File: src/rtl/multicycle_addsub_n.sv
// multicycle_addsub_n: sequential N-operand signed add/subtract engine.
// Operands and op bits are captured when start is accepted; one operand is
// folded into the accumulator per RUN cycle. done pulses for one cycle when
// the result is final. The ovf flag is sticky and records a signed overflow
// on any step.
// Optional build macro SATURATE_EN: an overflowing step clamps the
// accumulator to +MAX or MIN instead of wrapping.
module multicycle_addsub_n #(
  parameter int WIDTH = 8,
  parameter int N     = 4
) (
  input  logic               clock,
  input  logic               reset,
  input  logic               start,
  input  logic [N-1:0]       op_sel,
  input  logic [N*WIDTH-1:0] ops_in,
  output logic [WIDTH-1:0]   result,
  output logic               ovf,
  output logic               busy,
  output logic               done
);
  localparam int CNT_W = (N > 1) ? $clog2(N) : 1;

  localparam logic [1:0] IDLE = 2'd0;
  localparam logic [1:0] RUN  = 2'd1;
  localparam logic [1:0] DONE = 2'd2;

  localparam logic [WIDTH-1:0] SMAX = {1'b0, {(WIDTH-1){1'b1}}};
  localparam logic [WIDTH-1:0] SMIN = {1'b1, {(WIDTH-1){1'b0}}};
  localparam logic [CNT_W-1:0] LAST = CNT_W'(N-1);

  logic [1:0]                 state;
  logic [N-1:0][WIDTH-1:0]    ops_q;
  logic [N-1:0]               sel_q;
  logic [CNT_W-1:0]           idx;
  logic [WIDTH-1:0]           acc;
  logic                       ovf_q;

  logic [WIDTH-1:0]           opnd;
  logic                       sub;
  logic [WIDTH-1:0]           sum;
  logic                       step_ovf;
  logic [WIDTH-1:0]           acc_nxt;

  // One accumulate step: current operand, raw sum, overflow and the next acc
  always_comb begin
    opnd     = ops_q[idx];
    sub      = sel_q[idx];
    sum      = sub ? (acc - opnd) : (acc + opnd);
    // add overflows when the operands agree in sign and the sum does not;
    // sub overflows when the operands differ in sign and the sum leaves acc's sign
    if (sub)
      step_ovf = (acc[WIDTH-1] != opnd[WIDTH-1]) && (sum[WIDTH-1] != acc[WIDTH-1]);
    else
      step_ovf = (acc[WIDTH-1] == opnd[WIDTH-1]) && (sum[WIDTH-1] != acc[WIDTH-1]);
`ifdef SATURATE_EN
    // overflow direction always follows the sign of acc before the step
    acc_nxt = step_ovf ? (acc[WIDTH-1] ? SMIN : SMAX) : sum;
`else
    acc_nxt = sum;
`endif
  end

  // Control FSM plus the datapath registers it sequences
  always_ff @(posedge clock) begin
    if (reset) begin
      state <= IDLE;
      ops_q <= '0;
      sel_q <= '0;
      idx   <= '0;
      acc   <= '0;
      ovf_q <= 1'b0;
    end else begin
      case (state)
        IDLE, DONE: begin
          if (start) begin
            ops_q <= ops_in;
            sel_q <= op_sel;
            idx   <= '0;
            acc   <= '0;
            ovf_q <= 1'b0;
            state <= RUN;
          end else begin
            state <= IDLE;
          end
        end
        RUN: begin
          acc   <= acc_nxt;
          ovf_q <= ovf_q | step_ovf;
          if (idx == LAST) begin
            idx   <= '0;
            state <= DONE;
          end else begin
            idx   <= idx + CNT_W'(1);
          end
        end
        default: state <= IDLE;
      endcase
    end
  end

  assign result = acc;
  assign ovf    = ovf_q;
  assign busy   = (state == RUN);
  assign done   = (state == DONE);

endmodule

File: config.mk
export PLATFORM = sky130hd
export DESIGN_NAME = multicycle_addsub_n
export DESIGN_NICKNAME = d
export VERILOG_FILES = /design/src/rtl/multicycle_addsub_n.sv
export SDC_FILE = /design/constraint.sdc
export NUM_CORES = 1
export LEC_CHECK = 0
export ABC_AREA = 1
export CORE_MARGIN = 4
export CORE_UTILIZATION = 35
export CTS_CLUSTER_SIZE = 14
export DETAILED_ROUTE_END_ITERATION = 12
export PLACE_DENSITY = 0.6
export SYNTH_ARGS = -nofsm -noshare
export SYNTH_HDL_FRONTEND = slang
export SYNTH_SLANG_ARGS = --single-unit
File: constraint.sdc
create_clock -name clock -period 3.25 [get_ports clock]
set_input_delay 0.65 -clock clock [delete_from_list [all_inputs] [get_ports clock]]
set_output_delay 0.65 -clock clock [all_outputs]
set_load 0.03 [all_outputs]
==> impl_metrics.json, run 1 <==
{
  "status": "completed",
  "dp_slack_ns": 0.4010,
  "clkLatencyLatePin_ns": 0.30,
  "synth_seq_cells": 49,
  "wire_per_inst_um": 11.57,
  "r2r-end": "result[6]$_SDFFE_PP0P_",
  "endpoint_kind": "flop",
  "cp_data_required_time_ns": 3.48,
  "holdPathStages": 2,
  "antenna_left": 0,
  "layout_commonest_cell": "nor2_1",
  "slew_headroom": 0.6134,
  "syn_area_mm2": 0.002505,
  "fin_crit_sh": 0.8737,
  "chipWidth_um": 92.60,
  "grt_first_pass_wirelength_um": 9963,
  "ios": 50,
  "grt_pass1_vias": 2206,
  "std_cell_rows": 30,
  "final_hold_viol_count": 0,
  "fmaxAchievable_mhz": 352.2,
  "syn_to_final_growth_pct": 25.92,
  "path_class": "flop to flop",
  "timing.rr.start": "idx[0]$_SDFFE_PP0P_",
  "powerDensity_mw_per_mm2": 533.6,
  "ys_warn_count": 0,
  "r2r_cells": 17,
  "synthesis.nets": 412,
  "holdBufCountCts": 0,
  "cts_setup_buffers": 0,
  "cts.sinks": 49,
  "syn_inst": 363,
  "globalplace.congestion": 0.8284,
  "first_iter_violations": 86,
  "cp_slowest_cell": "dfxtp_1",
  "grt_antenna_before_repair": 0,
  "cts.repair.resized": 0,
  "fin_tns_setup_ns": 0,
  "crit_path_frequent_cell": "nor2_1",
  "ir_worst_vdd_v": 0.0001778,
  "clkTransAtPathRegs_ns": 0.09,
  "finalSetupViolCount": 0,
  "track_usage": 0.1425,
  "maxSlewViolCount": 0,
  "dp.final_hpwl_um": 4422,
  "dr.pass1.iters": 5,
  "whs_ns": 0.4825,
  "grt-ovfl-total": 0,
  "via_count": 2295,
  "hold_end": "ovf$_SDFFE_PP0P_",
  "coreArea_mm2": 0.006869,
  "min_from": "ovf$_SDFFE_PP0P_",
  "fin_ws_ns": 0.4106,
  "drc": 0,
  "cp_max_fo": 15,
  "cts.path.max_buffers": 2,
  "via_per_inst": 4.554,
  "drv_cap": 0,
  "fin_worst_skew_ns": 0.006247,
  "cts_root_buffer": "clkbuf_8",
  "worstHoldPathType": "flop to flop",
  "layout_common_cells": "nor2_1, nand2_1, dfxtp_1, clkdlybuf4s50_1, o21ai_0",
  "die_area_mm2": 0.008575,
  "routed_wl_um": 5830,
  "tightest_slew_ns": 0.5791,
  "final-instance-count-excl-fill": 504,
  "numCtsBuffers": 5,
  "initial_core_util": 0.3647,
  "n_antenna_cell": 0,
  "reg2reg_slack_ns": 0.41,
  "htree_levels": 2,
  "path_cells": "buf_4 -> nand2_1 -> nand3_1 -> nand2_1 -> ha_1 -> o21ai_0 -> inv_1 -> fa_1 -> nor2_1 -> a211oi_1 -> nor2_1 -> nor2_1 -> nor2_1 -> nor2_1 -> nand2_1 -> nand3_1 -> a21oi_1",
  "grt_max_degree": 38,
  "critPathMaxStageDelay_ns": 0.45,
  "syn-mean-instance-area_um2": 6.901,
  "die_h_um": 92.60,
  "rsz0062_at_grt": "false",
  "crit_family": "simple AND/OR/NAND/NOR gates",
  "tritoncts": "done",
  "start_kind": "flop",
  "p_leak_nw": 1.303,
  "portBuffers": 49,
  "place_inst": 497,
  "critPathBufInv": 2,
  "fin_util": 0.4592,
  "ys_seq_area_frac": 0.3916,
  "critPathArrivalTime_ns": 3.07,
  "synth_cell_types": 30,
  "fin_crit_ns": 2.839,
  "finalNetCount": 457,
  "drive_gt1_frac": 0.06863
}
## worst max-delay path by stage
stage	start	end	slack, ns	cells after the start
floorplan	idx[0]$_SDFFE_PP0P_	result[6]$_SDFFE_PP0P_	0.69	18
global placement	idx[0]$_SDFFE_PP0P_	result[6]$_SDFFE_PP0P_	0.49	17
detailed placement	idx[0]$_SDFFE_PP0P_	result[6]$_SDFFE_PP0P_	0.40	17
CTS	idx[0]$_SDFFE_PP0P_	result[6]$_SDFFE_PP0P_	0.38	17
global route	idx[0]$_SDFFE_PP0P_	result[6]$_SDFFE_PP0P_	0.04	17
finish	idx[0]$_SDFFE_PP0P_	result[6]$_SDFFE_PP0P_	0.41	17
## synthesized netlist by cell type
cell type  number  area (µm²)
xor2_1          2       17.52
o31ai_1         1       7.510
nor3_1          2       10.01
a211oi_1        1       7.510
buf_6           3       33.78
a21oi_1        16       80.08
nand2_1        65       244.0
o22ai_1         2       12.51
xnor2_1         5       43.79
nor2_4          1       11.26
buf_2           1       5.000
dfxtp_1        49       980.9
buf_1           3       11.26
a21oi_2         1       8.760
fa_1            1       20.02
o21ai_0        45       225.2
inv_1          21       78.83
buf_4           1       7.510
xor2_2          1       16.27
inv_2           1       3.750
nand3b_1        1       7.510
o21ai_2         1       8.760
nand3_1        27       135.1
clkbuf_1        9       33.78
nand2_2         7       43.79
nand3_2         1       10.01
nor2_2          1       6.260
inv_4           1       6.260
nor2_1         84       315.3
ha_1            9       112.6
## layer usage
metal	wire length, µm	global-route usage	part of all wire	up-vias
li1	-	-	-	1256
met1	2865	0.1862	0.49	985
met2	2620	0.2381	0.45	48
met3	273	0.02924	0.047	6
met4	71	0.03837	0.012	0
met5	0	0	0	-
## worst reg2reg max path, stage by stage (launching register included)
cell	delay, ns
dfxtp_1	0.45
buf_4	0.25
nand2_1	0.07
nand3_1	0.08
nand2_1	0.09
ha_1	0.29
o21ai_0	0.24
inv_1	0.10
fa_1	0.44
nor2_1	0.12
a211oi_1	0.06
nor2_1	0.14
nor2_1	0.05
nor2_1	0.11
nor2_1	0.05
nand2_1	0.05
nand3_1	0.07
a21oi_1	0.12
## final cells by class
cell class | instances | area [µm²]
flip-flops and latches | 49 | 980.9
clock inverters | 2 | 16.27
multi-input cells | 274 | 1344
well taps | 96 | 120.1
repair buffers | 55 | 535.5
fillers | 719 | 3715
inverters | 23 | 88.84
clock buffers | 5 | 68.82
## state kept, by name, indices dropped and copies added, names as in the netlist
signal,cells
idx,2
ops_q,32
ovf,1
result,8
sel_q,4
state,2
## cells by family after synthesis
| family | after synthesis | synth area share |
|---|---|---|
| XOR/XNOR | 8 | 0.03097 |
| adder cells (fa/ha/maj) | 10 | 0.05295 |
| AND/OR/NAND/NOR | 189 | 0.3127 |
| AO/OA/AOI/OAI | 67 | 0.1399 |
| flip-flops | 49 | 0.3916 |
| buffers and inverters | 40 | 0.07193 |
## through the flow
stage	power (mW)	area, µm²
3_3_place_gp	1.337	3069
3_5_place_dp	1.349	3069
5_1_grt	1.820	3154
4_1_cts	1.705	3154
2_1_floorplan	1.176	2505
6_report	1.683	3154
## where the power goes
part           switching, mW  internal (mW)  total [mW]  leakage, nW
Combinational          0.369          0.265       0.634        0.858
Clock                  0.201          0.149       0.350       0.0402
Sequential            0.0390          0.660       0.699        0.405
(Power assumes the default switching activity.)
==> inputs of run 2 (changes only) <==
--- a/config.mk
+++ b/config.mk
@@ -6,6 +6,7 @@
 export NUM_CORES = 1
 export LEC_CHECK = 0
 export ABC_AREA = 1
+export ABC_CLOCK_PERIOD_IN_PS = 3250
 export CORE_MARGIN = 4
 export CORE_UTILIZATION = 35
 export CTS_CLUSTER_SIZE = 14
==> results of run 2 <==
Final layout, timing and power as in run 1 (identical DEF).
